`config.mk`:
```
export PLATFORM = sky130hd
export DESIGN_NAME = dispatch_queue
export DESIGN_NICKNAME = d
export VERILOG_FILES = /design/src/rtl/dispatch_queue_pkg.sv /design/src/rtl/dispatch_queue_flush_mask.sv /design/src/rtl/dispatch_queue.sv
export SDC_FILE = /design/constraint.sdc
export NUM_CORES = 1
export LEC_CHECK = 0
export BUFFER_PORTS_ARGS = -buffer_cell sky130_fd_sc_hd__buf_2
export CAP_MARGIN = 20
export CELL_PAD_IN_SITES_DETAIL_PLACEMENT = 1
export CELL_PAD_IN_SITES_GLOBAL_PLACEMENT = 1
export CORE_MARGIN = 8
export CORE_UTILIZATION = 45
export CTS_BUF_LIST = sky130_fd_sc_hd__clkbuf_4
export CTS_CLUSTER_SIZE = 24
export DETAILED_ROUTE_END_ITERATION = 6
export PLACE_DENSITY_LB_ADDON = 0.2
export SLEW_MARGIN = 20
export SYNTH_ARGS = -nofsm -noshare
export SYNTH_HDL_FRONTEND = slang
export SYNTH_HIERARCHICAL = 1
export SYNTH_SLANG_ARGS = --single-unit
```
`constraint.sdc`:
```
create_clock -name clock -period 8.6 [get_ports clock]
set_input_delay 1.29 -clock clock [delete_from_list [all_inputs] [get_ports clock]]
set_output_delay 1.29 -clock clock [all_outputs]
set_load 0.05 [all_outputs]
```
`src/rtl/dispatch_queue_pkg.sv`:
```
// Shared robIdx type and age helpers; used by the dispatch queue, ROB and reservation stations.
package dispatch_queue_pkg;
  localparam int ROB_W_MAX = 16;

  localparam logic LEVEL_FLUSH_AFTER  = 1'b0;
  localparam logic LEVEL_FLUSH_ITSELF = 1'b1;

  typedef struct packed {
    logic                 flag;
    logic [ROB_W_MAX-1:0] value;
  } robIdx_t;

  // The flag toggles on every ROB wrap, so a differing flag inverts the value compare.
  function automatic logic isAfter(robIdx_t a, robIdx_t b);
    return (a.flag ^ b.flag) ^ (a.value > b.value);
  endfunction

  function automatic logic isEqual(robIdx_t a, robIdx_t b);
    return (a.flag == b.flag) && (a.value == b.value);
  endfunction
endpackage

```
`src/rtl/dispatch_queue_flush_mask.sv`:
```
// Per-entry redirect kill vector and survivor count for the dispatch queue.
module dispatch_queue_flush_mask
  import dispatch_queue_pkg::*;
#(
  parameter int DEPTH = 8,
  parameter int ROB_W = 5,
  localparam int PTR_W = $clog2(DEPTH),
  localparam int CNT_W = $clog2(DEPTH) + 1
) (
  input  logic [PTR_W-1:0]            head,
  input  logic [CNT_W-1:0]            count,
  input  logic [DEPTH-1:0]            entFlag,
  input  logic [DEPTH-1:0][ROB_W-1:0] entValue,
  input  logic                        rdFlag,
  input  logic [ROB_W-1:0]            rdValue,
  input  logic                        rdLevel,
  output logic [DEPTH-1:0]            killMask,
  output logic [CNT_W-1:0]            survivors
);
  robIdx_t          rdIdx;
  logic [DEPTH-1:0] occupied;

  assign rdIdx = '{flag: rdFlag, value: ROB_W_MAX'(rdValue)};

  for (genvar i = 0; i < DEPTH; i++) begin : gEnt
    logic [PTR_W-1:0] offset;
    robIdx_t          entIdx;
    assign offset      = PTR_W'(i) - head;
    assign occupied[i] = {1'b0, offset} < count;
    assign entIdx      = '{flag: entFlag[i], value: ROB_W_MAX'(entValue[i])};
    assign killMask[i] = occupied[i] &
                         (isAfter(entIdx, rdIdx) |
                          ((rdLevel == LEVEL_FLUSH_ITSELF) & isEqual(entIdx, rdIdx)));
  end

  always_comb begin
    survivors = '0;
    for (int i = 0; i < DEPTH; i++)
      survivors = survivors + CNT_W'(occupied[i] & ~killMask[i]);
  end
endmodule

```
`src/rtl/dispatch_queue.sv`:
```
// In-order uop buffer feeding the dispatch arbiter; redirects roll the tail back to the last survivor.
module dispatch_queue
  import dispatch_queue_pkg::*;
#(
  parameter int DEPTH = 8,
  parameter int UOP_W = 64,
  parameter int ROB_W = 5,
  localparam int PTR_W = $clog2(DEPTH),
  localparam int CNT_W = $clog2(DEPTH) + 1
) (
  input  logic             clock,
  input  logic             reset,
  input  logic             io_enq_valid,
  output logic             io_enq_ready,
  input  logic [UOP_W-1:0] io_enq_bits_uop,
  input  logic             io_enq_bits_robIdx_flag,
  input  logic [ROB_W-1:0] io_enq_bits_robIdx_value,
  output logic             io_deq_valid,
  input  logic             io_deq_ready,
  output logic [UOP_W-1:0] io_deq_bits_uop,
  output logic             io_deq_bits_robIdx_flag,
  output logic [ROB_W-1:0] io_deq_bits_robIdx_value,
  input  logic             io_redirect_valid,
  input  logic             io_redirect_bits_robIdx_flag,
  input  logic [ROB_W-1:0] io_redirect_bits_robIdx_value,
  input  logic             io_redirect_bits_level,
  output logic [CNT_W-1:0] io_count
);
  logic [DEPTH-1:0][UOP_W-1:0] uopMem;
  logic [DEPTH-1:0]            flagMem;
  logic [DEPTH-1:0][ROB_W-1:0] valueMem;
  logic [PTR_W-1:0]            head, tail;
  logic [CNT_W-1:0]            count, survivors;
  logic [DEPTH-1:0]            killMask;
  logic                        enqFire, deqFire;

  // Full check uses registered count only: a same-cycle deq never frees a slot for enq.
  assign io_enq_ready = (count < CNT_W'(DEPTH)) & ~io_redirect_valid;
  assign io_deq_valid = (count != '0) & ~io_redirect_valid;
  assign enqFire      = io_enq_valid & io_enq_ready;
  assign deqFire      = io_deq_valid & io_deq_ready;

  assign io_deq_bits_uop          = uopMem[head];
  assign io_deq_bits_robIdx_flag  = flagMem[head];
  assign io_deq_bits_robIdx_value = valueMem[head];
  assign io_count                 = count;

  dispatch_queue_flush_mask #(.DEPTH(DEPTH), .ROB_W(ROB_W)) uFlushMask (
    .head     (head),
    .count    (count),
    .entFlag  (flagMem),
    .entValue (valueMem),
    .rdFlag   (io_redirect_bits_robIdx_flag),
    .rdValue  (io_redirect_bits_robIdx_value),
    .rdLevel  (io_redirect_bits_level),
    .killMask (killMask),
    .survivors(survivors)
  );

  always_ff @(posedge clock) begin
    if (reset) begin
      head  <= '0;
      tail  <= '0;
      count <= '0;
    end else if (io_redirect_valid) begin
      // Killed entries are a suffix, so survivors sit contiguously from head.
      tail  <= head + survivors[PTR_W-1:0];
      count <= survivors;
    end else begin
      if (enqFire) tail <= tail + 1'b1;
      if (deqFire) head <= head + 1'b1;
      count <= count + CNT_W'(enqFire) - CNT_W'(deqFire);
    end
  end

  always_ff @(posedge clock) begin
    if (enqFire) begin
      uopMem[tail]   <= io_enq_bits_uop;
      flagMem[tail]  <= io_enq_bits_robIdx_flag;
      valueMem[tail] <= io_enq_bits_robIdx_value;
    end
  end
endmodule

```
==> out/results.tsv <==
stage	metric	value	unit
detailed_routing	drc_errors	0	
global_routing	grt_max_degree	71	
cts	clockBufferDepth	3	
cts	cts_repair_resize_count	0	
sta	hold_viol	0	
sta	rsz0062_at_grt	no	
sta	period_needed	5586	ps
yosys	synth_area	0.02353	sq mm
global_routing	antenna_found_initial	12	
cts	cts_made_buffers	150	
detailed_routing	initialDrtViolationCount	585	
placed_design	dp_hpwl	30.09	mm
placed_design	io_buffer_count	157	
yosys	syn_nets	1294	
cts	cts-root-buf	clkbuf_4	
global_routing	grt-ovfl-total	0	
floorplan	io_pins	158	
floorplan	die_height	244.7	microns
detailed_routing	ant_nets	0	
setup_path	slowest_stage	dfxtp_4	
floorplan	core_area	0.05213	sq mm
sta	timing.setup.tns	0	ps
pwr	peakVddDrop	0.0001259	V
global_routing	grt_pass1_vias	13457	
cts	hold_buffers	0	
finish	final_nets	1579	
sta	skew	44.78	ps
setup_path	crit_chain	buf_6 -> buf_4 -> mux4_2 -> mux2_2 -> buf_2	
sta	setup_violations	0	
hold_path	hold_path_class	register to register	
cts	clk_pin_slew	60	ps
floorplan	die_x	244.7	microns
detailed_routing	drt-wirelength-per-cell	23.85	microns
setup_path	crit_arrival	4300	ps
yosys	avgSynthCellArea	20.62	sq um
yosys	netlist_instances	1141	
yosys	yosys_warnings	6	
floorplan	die-area	0.05986	sq mm
cts	htree_num_levels	4	
sta	period_share	0.6495	
floorplan	num_rows	84	
job	maxCapViolCount	0	
placed_design	dp_slack	2480	ps
finish	nFillCells	4879	
detailed_routing	wirelength	52.88	mm
sta	worst_pin_slew	1097	ps
detailed_routing	vias	11850	
cts	cts_tree	yes	
sta	maxSlewViolCount	0	
global_routing	grtUsageTotal	0.1804	
setup_path	critPathKind	register to primary output	
pwr	p_per_area	249.6	mW/mm^2
finish	syn_to_final_growth	14.59	%
setup_path	worstPathRequired	7310	ps
floorplan	initial_utilization	0.4514	
finish	drive_above_1_share	0.4130	
placed_design	place.gp.congestion	0.7642	
setup_path	startpoint_type	register	
run_status	status	complete, no violations	
cts	insertion_delay	920	ps
global_routing	grt_pass1_wl	80.58	mm
sta	slew_headroom	0.2690	
setup_path	worst_setup_path_end_kind	primary output	
pwr	p_leak	9.103	nW
detailed_routing	viasPerCell	5.345	
setup_path	path_max_fanout	47	
detailed_routing	first_pass_iters	5	
sta	fmax	0.1790	GHz
sta	fin_ws	3014	ps
setup_path	critPathMaxStageDelay	880	ps
cts	clock-sinks	570	
cts	post_cts_buffers	0	
-- cells in the final DEF, fill, tap and decap left out, types with 7 or more instances in the layout --
cell type / count
a21o_1: 7
a21oi_1: 33
and3_1: 10
buf_2: 157
buf_4: 20
clkbuf_4: 214
clkinv_1: 26
dfxtp_1: 7
edfxtp_1: 560
ha_1: 65
inv_1: 43
mux2_2: 71
mux4_2: 140
nand2_1: 19
nand3_1: 7
nor2_1: 16
nor2b_1: 10
o21ai_0: 15
xnor2_1: 7
xor2_1: 7
-- registers in the layout, indices dropped and copies added (netlist names) --
name and flops:
valueMem 40, io_count 4, tail 3, head 3, flagMem 8, uopMem 512
-- path summary, 6_finish.rpt --
| kind | start | end | slack [ps] | cells past startpoint |
|---|---|---|---|---|
| worst max-delay path | head[0] | io_deq_bits_uop[28] | 3010 | 5 |
| worst min-delay path | tail[0] | tail[0] | 640 | 2 |
| worst max register to register | head[0] | tail[2] | 3110 | 20 |
| worst min register to register | tail[0] | tail[0] | 640 | 2 |
-- stage by stage --
step	total power [mW]	area [sq um]	hold slack, ps	std cells	util
floorplan	4.238	23530	568.5	1141	-
global placement	4.556	25150	589.5	1962	0.4824
detailed placement	4.583	25150	600.8	1962	0.4824
CTS	6.856	26940	464.6	2211	0.5169
global route	7.076	26960	510.9	2214	0.5171
finish	6.729	26960	639.5	2217	0.5172
-- area by class of cell --
class	count	area [sq um]	area share
timing repair buffer	178	947.2	0.03513
clock inverter	35	192.7	0.007146
antenna	6	15.01	0.0005568
tap	688	860.8	0.03193
sequential	570	17030	0.6315
inverter	44	165.2	0.006125
clock buffer	214	1607	0.05958
multi-input combinational	482	6148	0.2280
-- metal layers --
metal | GRT usage | up-vias | share of wire
met5 | 0 | - | 0.0013
met4 | 0.05889 | 10 | 0.014
met3 | 0.05957 | 60 | 0.057
met2 | 0.2968 | 276 | 0.50
met1 | 0.2249 | 6173 | 0.42
li1 | - | 5331 | -
-- worst max-delay path, delay by kind of cell (launching register included) --
kind     cells  cell delay (ps)
mux          2              910
flops        1              880
buf+inv      3             1590
-- power by group --
part           total, mW  switching (mW)  internal (mW)
Clock               2.23            1.04           1.19
Sequential          3.25          0.0682           3.19
Combinational       1.24           0.777          0.466
(Power assumes the default switching activity.)
